`src/rtl/tqvp_spike_odometry_tx_if.sv`:
```
// TinyQV peripheral bus bundle for the spike odometry transmitter.
// The host drives address/write data; the peripheral returns read data and ready.
interface tqvp_spike_odometry_tx_if;
  logic [5:0]  address;
  logic [31:0] data_in;
  logic [1:0]  data_write_n;
  logic [1:0]  data_read_n;
  logic [31:0] data_out;
  logic        data_ready;

  modport master (
    output address, data_in, data_write_n, data_read_n,
    input  data_out, data_ready
  );

  modport slave (
    input  address, data_in, data_write_n, data_read_n,
    output data_out, data_ready
  );
endinterface

```
`src/rtl/tqvp_spike_odometry_tx.sv`:
```
// Spike-train transmitter: queued motion commands become one-hot direction pulses
// on uo_out[3:0], with net displacement tracking and a queue-drained interrupt.
module tqvp_spike_odometry_tx #(
  parameter int FIFO_DEPTH = 4,
  parameter int PULSE_W    = 1
) (
  input  logic                           clk,
  input  logic                           rst_n,
  input  logic [7:0]                     ui_in,
  output logic [7:0]                     uo_out,
  tqvp_spike_odometry_tx_if.slave        bus,
  output logic                           user_interrupt
);
  localparam int              AW      = $clog2(FIFO_DEPTH);
  localparam logic [AW:0]     DEPTH_L = (AW+1)'(FIFO_DEPTH);
  localparam logic [16:0]     PMIN    = 17'(PULSE_W + 1);
  localparam logic [15:0]     HI_LOAD = 16'(PULSE_W - 1);

  typedef enum logic [1:0] {IDLE, HIGH, LOW} state_t;
  typedef struct packed {
    logic [1:0]  dir;
    logic [15:0] count;
  } cmd_t;

  // Register decode
  logic wr, push_req, ctrl_wr, period_wr, status_wr, net_clr, flush;
  assign wr        = (bus.data_write_n == 2'b10);
  assign push_req  = wr && (bus.address == 6'h00);
  assign ctrl_wr   = wr && (bus.address == 6'h04);
  assign period_wr = wr && (bus.address == 6'h08);
  assign status_wr = wr && (bus.address == 6'h0C);
  assign net_clr   = wr && (bus.address == 6'h14);
  assign flush     = ctrl_wr && bus.data_in[1];

  logic        en_q, irq_en_q, ovf_q, done_q, irq_q;
  logic [15:0] period_q;
  logic [15:0] net_x_q, net_y_q;

  // Command queue
  cmd_t        fifo_mem [FIFO_DEPTH];
  logic [AW:0] wr_ptr, rd_ptr, level;
  logic        empty, full, pop, push_ok;
  cmd_t        head, cmd_in;

  assign level   = wr_ptr - rd_ptr;
  assign empty   = (level == '0);
  assign full    = (level == DEPTH_L);
  assign head    = fifo_mem[rd_ptr[AW-1:0]];
  assign cmd_in  = cmd_t'{dir: bus.data_in[17:16], count: bus.data_in[15:0]};
  // A full queue still accepts a push when the head leaves in the same cycle.
  assign push_ok = push_req && (!full || pop);

  // NOTE: storage arrays carry no reset; only the pointers define valid contents.
  always_ff @(posedge clk) begin
    if (push_ok) fifo_mem[wr_ptr[AW-1:0]] <= cmd_in;
  end

  // NOTE: sequential state uses non-blocking assignments so every flop samples pre-edge values.
  always_ff @(posedge clk or negedge rst_n) begin
    if (!rst_n) begin
      wr_ptr <= '0;
      rd_ptr <= '0;
    end else if (flush) begin
      rd_ptr <= wr_ptr;
    end else begin
      if (pop)     rd_ptr <= rd_ptr + 1'b1;
      if (push_ok) wr_ptr <= wr_ptr + 1'b1;
    end
  end

  // Pulse sequencer
  state_t      state_q, state_d;
  logic [1:0]  dir_q, dir_d;
  logic [15:0] cnt_q, cnt_d, timer_q, timer_d, low_load;
  logic [16:0] peff;
  logic        hi_entry, done_set, hold;

  assign hold     = ui_in[0];
  assign peff     = ({1'b0, period_q} < PMIN) ? PMIN : {1'b0, period_q};
  assign low_load = 16'(peff - PMIN);

  always_ff @(posedge clk or negedge rst_n) begin
    if (!rst_n) begin
      state_q <= IDLE;
      dir_q   <= '0;
      cnt_q   <= '0;
      timer_q <= '0;
    end else begin
      state_q <= state_d;
      dir_q   <= dir_d;
      cnt_q   <= cnt_d;
      timer_q <= timer_d;
    end
  end

  // NOTE: every output of this block gets a default first so no latch is inferred.
  always_comb begin
    state_d  = state_q;
    dir_d    = dir_q;
    cnt_d    = cnt_q;
    timer_d  = timer_q;
    pop      = 1'b0;
    hi_entry = 1'b0;
    done_set = 1'b0;
    if (flush) begin
      state_d = IDLE;
      cnt_d   = '0;
      timer_d = '0;
    end else begin
      case (state_q)
        IDLE: if (en_q && !empty) begin
          pop = 1'b1;
          if (head.count != '0) begin
            dir_d    = head.dir;
            cnt_d    = head.count;
            timer_d  = HI_LOAD;
            state_d  = HIGH;
            hi_entry = 1'b1;
          end
        end
        HIGH: if (timer_q == '0) begin
          cnt_d   = cnt_q - 16'd1;
          timer_d = low_load;
          state_d = LOW;
        end else begin
          timer_d = timer_q - 16'd1;
        end
        LOW: if (timer_q != '0) begin
          timer_d = timer_q - 16'd1;
        end else if (cnt_q == '0) begin
          state_d  = IDLE;
          done_set = empty;
        end else if (!hold && en_q) begin
          timer_d  = HI_LOAD;
          state_d  = HIGH;
          hi_entry = 1'b1;
        end
        default: state_d = IDLE;
      endcase
    end
  end

  // Control/status registers and net displacement
  always_ff @(posedge clk or negedge rst_n) begin
    if (!rst_n) begin
      en_q     <= 1'b0;
      irq_en_q <= 1'b0;
      period_q <= 16'd4;
      ovf_q    <= 1'b0;
      done_q   <= 1'b0;
      irq_q    <= 1'b0;
      net_x_q  <= '0;
      net_y_q  <= '0;
    end else begin
      if (ctrl_wr) begin
        en_q     <= bus.data_in[0];
        irq_en_q <= bus.data_in[2];
      end
      if (period_wr) period_q <= bus.data_in[15:0];
      if (push_req && full && !pop)           ovf_q <= 1'b1;
      else if (status_wr && bus.data_in[6])   ovf_q <= 1'b0;
      if (done_set)                           done_q <= 1'b1;
      else if (status_wr && bus.data_in[8])   done_q <= 1'b0;
      irq_q <= done_q & irq_en_q;
      // A clear coincident with a spike entry discards that spike.
      if (net_clr) begin
        net_x_q <= '0;
        net_y_q <= '0;
      end else if (hi_entry) begin
        case (dir_d)
          2'd0:    net_x_q <= net_x_q + 16'd1;
          2'd1:    net_y_q <= net_y_q + 16'd1;
          2'd2:    net_x_q <= net_x_q - 16'd1;
          default: net_y_q <= net_y_q - 16'd1;
        endcase
      end
    end
  end

  logic        busy;
  logic [3:0]  lines;
  logic [31:0] level_ext;
  assign busy      = (state_q != IDLE);
  assign lines     = (state_q == HIGH) ? (4'b0001 << dir_q) : 4'b0000;
  assign level_ext = 32'(level);

  always_comb begin
    bus.data_out = '0;
    case (bus.address)
      6'h04:   bus.data_out = {29'b0, irq_en_q, 1'b0, en_q};
      6'h08:   bus.data_out = {16'b0, period_q};
      6'h0C:   bus.data_out = {23'b0, done_q, 1'b0, ovf_q, empty, full, busy, level_ext[2:0]};
      6'h10:   bus.data_out = busy ? {14'b0, dir_q, cnt_q} : 32'b0;
      6'h14:   bus.data_out = {net_y_q, net_x_q};
      default: bus.data_out = '0;
    endcase
  end

  assign uo_out         = {3'b000, busy, lines};
  assign bus.data_ready = 1'b1;
  assign user_interrupt = irq_q;

  logic unused;
  assign unused = ^{ui_in[7:1], bus.data_read_n, bus.data_in[31:18]};
endmodule

```
`src/flat_wrapper.sv`:
```
// flat-port wrapper written by rule: the top's interface ports become plain ports
module tqvp_spike_odometry_tx_flat 
#(
  parameter int FIFO_DEPTH = 4,
  parameter int PULSE_W    = 1
)
  (clk, rst_n, ui_in, uo_out, user_interrupt, bus_address, bus_data_in, bus_data_write_n, bus_data_read_n, bus_data_out, bus_data_ready);
  tqvp_spike_odometry_tx_if bus_i ();
  input  logic clk;
  input  logic rst_n;
  input  logic [7:0] ui_in;
  output logic [7:0] uo_out;
  output logic user_interrupt;
  input wire logic [$bits(bus_i.address)-1:0] bus_address;
  input wire logic [$bits(bus_i.data_in)-1:0] bus_data_in;
  input wire logic [$bits(bus_i.data_write_n)-1:0] bus_data_write_n;
  input wire logic [$bits(bus_i.data_read_n)-1:0] bus_data_read_n;
  output wire logic [$bits(bus_i.data_out)-1:0] bus_data_out;
  output wire logic [$bits(bus_i.data_ready)-1:0] bus_data_ready;
  assign bus_i.address = bus_address;
  assign bus_i.data_in = bus_data_in;
  assign bus_i.data_write_n = bus_data_write_n;
  assign bus_i.data_read_n = bus_data_read_n;
  assign bus_data_out = bus_i.data_out;
  assign bus_data_ready = bus_i.data_ready;
  tqvp_spike_odometry_tx #(.FIFO_DEPTH(FIFO_DEPTH), .PULSE_W(PULSE_W)) u_core (.clk(clk), .rst_n(rst_n), .ui_in(ui_in), .uo_out(uo_out), .bus(bus_i), .user_interrupt(user_interrupt));
endmodule
```
`config.mk`:
```
export PLATFORM = sky130hd
export DESIGN_NAME = tqvp_spike_odometry_tx_flat
export DESIGN_NICKNAME = d
export VERILOG_FILES = /design/src/rtl/tqvp_spike_odometry_tx_if.sv /design/src/rtl/tqvp_spike_odometry_tx.sv /design/src/flat_wrapper.sv
export SDC_FILE = /design/constraint.sdc
export NUM_CORES = 1
export LEC_CHECK = 0
export ABC_AREA = 1
export CORE_ASPECT_RATIO = 1.25
export CORE_MARGIN = 2
export CORE_UTILIZATION = 35
export DETAILED_ROUTE_END_ITERATION = 10
export GPL_TIMING_DRIVEN = 0
export SLEW_MARGIN = 20
export SYNTH_ARGS = -nofsm -noshare
export SYNTH_HDL_FRONTEND = slang
export SYNTH_SLANG_ARGS = --single-unit
export TNS_END_PERCENT = 10
```
`constraint.sdc`:
```
create_clock -name clk -period 11.4 [get_ports clk]
set_clock_uncertainty 0.1 [all_clocks]
set_input_delay 3.42 -clock clk [delete_from_list [all_inputs] [get_ports clk]]
set_output_delay 3.42 -clock clk [all_outputs]
set_load 0.1 [all_outputs]
```
==> results of run 1 <==
state kept, by name, summed over array words and instances, names as in the netlist, 3 cells and up:
signal and cells:
u_core.fifo_mem 72, u_core.cnt_q 16, u_core.net_x_q 16, u_core.net_y_q 16
u_core.period_q 16, u_core.timer_q 16, u_core.rd_ptr 3, u_core.wr_ptr 3
critical path: cells and delay by family:
family,cells,cell delay [ns]
AOI/OAI and AO/OA,2,0.36
buffers and inverters,4,2.37
and+or+nand+nor,4,0.79
routing by layer:
metal,up-vias,GRT usage [%],wire length (um)
li1,4294,-,-
met1,4146,25.7,12900
met2,241,32.2,14000
met3,38,2.52,1250
met4,0,6.93,695
met5,-,0,0
layout make-up:
class                   instances  area, um^2  area share (%)
plain buffers                  38         224            1.88
clock buffers                  21         483            4.05
clock inverters                11        87.6           0.734
inverters                     136         510            4.28
multi-input cells             884        4910            41.2
flip-flops and latches        167        4540            38.0
well taps                     355         444            3.72
repair buffers                 71         734            6.15
cell usage in the layout (no fill, tap or decap), types with 6 or more instances in the layout:
cell type and instances:
nand2_2 19, nand3_1 80, nor4_1 7, nand2_1 278, dfrtp_1 94, o21ai_1 21
inv_1 131, clkdlybuf4s50_1 65, a21oi_1 60, o221ai_1 6, buf_4 8, clkbuf_16 19
o2111ai_1 6, a31oi_1 6, o22ai_1 6, buf_6 10, ha_1 45, xor2_1 37
nor2_1 104, nor3_1 20, o21ai_0 72, o21ai_2 9, o21bai_1 6, a22oi_1 24
nand4_1 13, clkbuf_1 16, buf_2 10, edfxtp_1 72, xnor2_1 14
through the flow:
stage	worst slack [ns]	std cells	cell area, um^2	utilization (%)
after CTS	0.991	1683	11900	41.9
after detailed placement	1.00	1651	11400	39.9
after global placement	1.03	1646	11300	39.6
after global routing	0.776	1683	11900	41.9
after floorplan	1.48	1225	10200	-
final	0.943	1683	11900	41.9
logic make-up (layout without fill, tap and decap cells):
group,count (synthesis),after routing
AO/OA/AOI/OAI,233,233
XOR/XNOR,51,51
adder cells (fa/ha/maj),48,48
buffers and inverters,174,277
flip-flops,167,167
multiplexers,3,3
other,2,4
AND/OR/NAND/NOR,545,545
final timing paths:
kind / from / end / cells past startpoint
max: bus_address[1] / bus_data_out[10] / 10
min: u_core.timer_q[0] / u_core.timer_q[0] / 2
max reg2reg: u_core.rd_ptr[1] / u_core.net_y_q[9] / 21
min reg2reg: u_core.timer_q[0] / u_core.timer_q[0] / 2
max in group asynchronous: rst_n / u_core.period_q[2] / 2
min in group asynchronous: rst_n / u_core.net_y_q[8] / 1
power groups by stage:
stage / registers (mW) / logic, mW / clock network [mW]
finish: 0.857 / 1.56 / 0.563
global route: 0.872 / 1.76 / 0.600
CTS: 0.854 / 1.56 / 0.574
detailed placement: 0.864 / 1.55 / 0
global placement: 0.863 / 1.53 / 0
floorplan: 0.828 / 1.19 / 0
==> flow_metrics.tcl, run 1 <==
set metrics [dict create \
    hold_viol 0 \
    synth.most_common_cell "nand2_1" \
    power_leakage_nw 5.16 \
    yosys-top-cells-count "nand2_1, inv_1, nor2_1" \
    fill_cells 2882 \
    vias_per_cell 5.18 \
    synth_edf_count 72 \
    synth_area_leaders "dfrtp_1, edfxtp_1, nand2_1, ha_1, inv_1" \
    ios 94 \
    postCtsSetupBuffers 0 \
    grt.overflow.total 0 \
    synth-adder-area-share_pct 6.13 \
    numPortBuffers 66 \
    outcome "finished clean" \
    drt_iter0_drc 553 \
    ys.flop_type "dfrtp_1" \
    crit_path_cell_trace "clkdlybuf4s50_1 -> nor2_1 -> nand2_1 -> nor2_1 -> nand2_1 -> clkinv_1 -> clkbuf_1 -> a22oi_1 -> o21ai_0 -> clkdlybuf4s50_1" \
    min_period_ns 10.46 \
    seqPwrFrac_pct 28.7 \
    cts_tree "done" \
    dr.pass1.iters 5 \
    synth_compound_area_share_pct 13.8 \
    path_max_fanout 10 \
    cp-end-kind "output pin" \
    ys_seq_elements 167 \
    clockBufferDepth 2 \
    nets 1415 \
    ys_seq_area_share_pct 44.6 \
    irDropWorstVdd_mv 0.122 \
    max_stage_delay_ns 1.22 \
    synth_top_cell_by_area "dfrtp_1" \
    core-area_um2 28500 \
    hold_path_class "flop to flop" \
    die_h_um 195 \
    post_cts_resized 0 \
    avgSynthCellArea_um2 8.32 \
    syn_area_um2 10200 \
    final_layout_size_suffix_gt1_share_pct 8.81 \
    ant_nets 0 \
    totalWireLength_um 28800 \
    antenna_cells 0 \
    clock.fmax_mhz 95.6 \
    swShare_pct 46.9 \
    power_switching_mw 1.40 \
    htree_levels 4 \
    rsz0062_at_grt "no" \
    clkTransAtPathRegs_ns 0.07 \
    startpoint_type "primary input" \
    hold_buffers 0 \
    finalPower_mw 2.98 \
    yosys_warnings 0 \
    whs_ns 0.391 \
    slowest_stage "clkdlybuf4s50_1" \
    period_share_pct 91.7 \
    synthMuxAreaShare_pct 0.332 \
    synth_top_family_by_area "simple AND/OR/NAND/NOR gates" \
    grt_pass1_wl_um 45500 \
    synth-simple-area-share_pct 23.4 \
    grt_pass1_vias 8307 \
    syn-instance-count 1223 \
    antenna_found_initial 0 \
    required_ns 7.88 \
    p_clk_share_pct 18.9 \
    slew-limit-headroom_pct 32.3 \
    fp-row-count 69 \
    die_w_um 156 \
    crit_arrival_ns 6.94 \
    post-dp-hpwl_um 22100 \
    insertion_delay_ns 0.44 \
    route.vias.total 8719 \
    syn2layout_area_growth_pct 17.4 \
    start_util_pct 35.7 \
    r2r_setup_slack_ns 6.37 \
    combPwrFrac_pct 52.4 \
    slew_violations 0 \
    yosysTopAreaCellShare_pct 23.1 \
    ctsRootBufferMaster "clkbuf_16" \
    numCtsBuffers 17 \
    wl_per_cell_um 17.1 \
    drc 0 \
    async_reset_ff_share_pct 56.9 \
    maxCapViolCount 0 \
    critPathKind "primary input to output pin" \
    finalSetupTns_ns 0 \
    clock-sinks 167 \
    synthXorXnorAreaFrac_pct 4.39 \
    internal-power_mw 1.58 \
    track_usage_pct 19.3 \
    die_area_um2 30400 \
    power.density_nw_per_um2 250 \
    place_congestion 0.940 \
    synth_cell_types 56 \
    grt_max_degree 63 \
    worst_pin_slew_ns 1.01 \
    setup_viol 0 \
]
(Power assumes the default switching activity.)
==> run 2: changes to the inputs <==
Clock period 11.4 ns to 11.6 ns, I/O delays scaled along.
==> results of run 2 <==
The final DEF is identical to that of run 1. Status: finished clean.
Among the figures that moved: setup slack after placement 1.00 ns -> 1.08 ns; setup slack after layout 0.943 ns -> 1.02 ns; register-to-register setup slack 6.37 ns -> 6.57 ns; total power 2.98 mW -> 2.93 mW; worst IR drop on VDD 0.122 mV -> 0.120 mV
==> run 3: changes to the inputs <==
Settings changed: CORE_UTILIZATION 35 to 59, PLACE_DENSITY set to 0.82.
==> flow_metrics.tcl, run 3 (synthesis gave the netlist of run 1 again) <==
set metrics [dict create \
    insertion_delay_ns 0.44 \
    nets 1415 \
    dr.pass1.iters 5 \
    setup_ws_ns 1.12 \
    dp_cells 1516 \
    numPortBuffers 66 \
    path_max_fanout 10 \
    stdcell_count 1548 \
    r2r_start "u_core.rd_ptr[1]" \
    htree_levels 4 \
    r2r_cells 25 \
    required_ns 8.02 \
    vias_per_cell 5.86 \
    max_stage_delay_ns 1.21 \
    largest_reg_flops 72 \
    fp-row-count 53 \
    reg2reg_to "u_core.net_x_q[15]" \
    clkTransAtPathRegs_ns 0.07 \
    multi_input_area_um2 4910 \
    drc 0 \
    power_switching_mw 1.41 \
    combPwrFrac_pct 52.2 \
    rsz0062_at_grt "no" \
    post-dp-hpwl_um 21100 \
    grt_pass1_wl_um 45000 \
    power.density_nw_per_um2 253 \
    setup_viol 0 \
    worst_pin_slew_ns 0.992 \
    clock.fmax_mhz 95.4 \
    die_area_um2 18300 \
    finalSetupTns_ns 0 \
    ios 94 \
    fill_cells 1327 \
    r2r_setup_slack_ns 6.53 \
    seqPwrFrac_pct 28.3 \
    startpoint_type "primary input" \
    p_clk_share_pct 19.5 \
    slew-limit-headroom_pct 33.6 \
    final_layout_size_suffix_gt1_share_pct 8.89 \
    grt_max_degree 70 \
    ctsRootBufferMaster "clkbuf_16" \
    syn2layout_area_growth_pct 16.0 \
    holdPathEnd "u_core.timer_q[0]" \
    hold_buffers 0 \
    min_period_ns 10.48 \
    hold_viol 0 \
    slew_violations 0 \
    start_util_pct 60.4 \
    hold-path-cell-count 2 \
    ant_nets 0 \
    antenna_found_initial 0 \
    postCtsSetupBuffers 0 \
    die_h_um 151 \
    grt_pass1_vias 8876 \
    irDropWorstVdd_mv 0.159 \
    crit_arrival_ns 6.90 \
    antenna_cells 0 \
    drt_iter0_drc 923 \
    maxCapViolCount 0 \
    final_cell_mix "nand2_1, inv_1, nor2_1" \
    outcome "finished clean" \
    min_from "u_core.timer_q[0]" \
    cts_tree "done" \
    clock-sinks 167 \
    totalWireLength_um 28200 \
    die_w_um 121 \
    critPathKind "primary input to output pin" \
    power_leakage_nw 5.18 \
    crit_path_cell_trace "clkdlybuf4s50_1 -> nor2_1 -> nand2_1 -> nor2_1 -> nand2_1 -> clkinv_1 -> clkbuf_1 -> a22oi_1 -> o21ai_0 -> clkdlybuf4s50_1" \
    cp-end-kind "output pin" \
    regArea_um2 4540 \
    post_cts_resized 0 \
    numCtsBuffers 17 \
    slowest_stage "clkdlybuf4s50_1" \
    place_congestion 0.987 \
    final_common_cell "nand2_1" \
    clockBufferDepth 2 \
    swShare_pct 47.2 \
    wl_per_cell_um 18.2 \
    hold_path_class "flop to flop" \
    internal-power_mw 1.58 \
    track_usage_pct 31.9 \
    grt.overflow.total 0 \
    period_share_pct 90.4 \
    core-area_um2 16800 \
    post-place-ws_ns 1.20 \
    route.vias.total 9071 \
]
==> run 3: changes by cell type in the layout (fill, tap and decap cells not counted) <==
| cell | delta |
|---|---|
| bufinv_16 | +2 |
| clkbuf_16 | -2 |
| clkinvlp_4 | -2 |
| inv_8 | +2 |
| clkbuf_1 | -1 |
| clkinv_2 | +1 |
| clkinv_8 | +1 |
| inv_6 | -1 |
==> run 3: layer usage <==
layer	vias up	share of wire, %	GRT usage, %
met5	-	0	0
met3	91	5.5	4.10
met4	0	4.3	15.6
met2	393	49	53.7
li1	4298	-	-
met1	4289	41	40.9
==> run 3: worst max-delay path by stage <==
stage | startpoint | end | slack (ns) | depth (start not counted)
CTS | bus_address[1] | bus_data_out[14] | 1.17 | 10
finish | bus_address[1] | bus_data_out[10] | 1.12 | 10
global route | bus_address[1] | bus_data_out[10] | 0.86 | 10
global placement | bus_address[1] | bus_data_out[15] | 1.23 | 10
detailed placement | bus_address[1] | bus_data_out[13] | 1.20 | 10
floorplan | bus_address[1] | bus_data_out[10] | 1.56 | 8
==> run 3: area by class of cell <==
| cell class | count | area share, % |
|---|---|---|
| clock inverters | 14 | 1.42 |
| repair buffers | 71 | 6.23 |
| clock buffers | 18 | 3.64 |
| well taps | 220 | 2.33 |
| inverters | 136 | 4.33 |
| flip-flops and latches | 167 | 38.5 |
| plain buffers | 38 | 1.90 |
| multi-input cells | 884 | 41.7 |
==> run 3: power groups by stage <==
stage	Sequential, mW	Clock [mW]	Combinational [mW]
final	0.846	0.583	1.56
after global routing	0.856	0.605	1.73
after CTS	0.840	0.584	1.54
after detailed placement	0.849	0	1.52
after global placement	0.846	0	1.47
after floorplan	0.814	0	1.17
==> run 3: per-stage QoR <==
stage               hold WS (ns)  utilization, %  power (mW)  instance area [um^2]
floorplan                  0.353               -        1.99                 10200
global placement           0.369            66.0        2.32                 11100
detailed placement         0.386            66.5        2.37                 11200
CTS                        0.402            70.0        2.97                 11800
global route               0.421            70.0        3.19                 11800
finish                     0.403            70.0        2.99                 11800
==> run 3: critical path, delay by kind of cell <==
family	cells	cell delay, ns
AND/OR/NAND/NOR	4	0.79
AO/OA/AOI/OAI	2	0.33
buffers and inverters	4	2.28
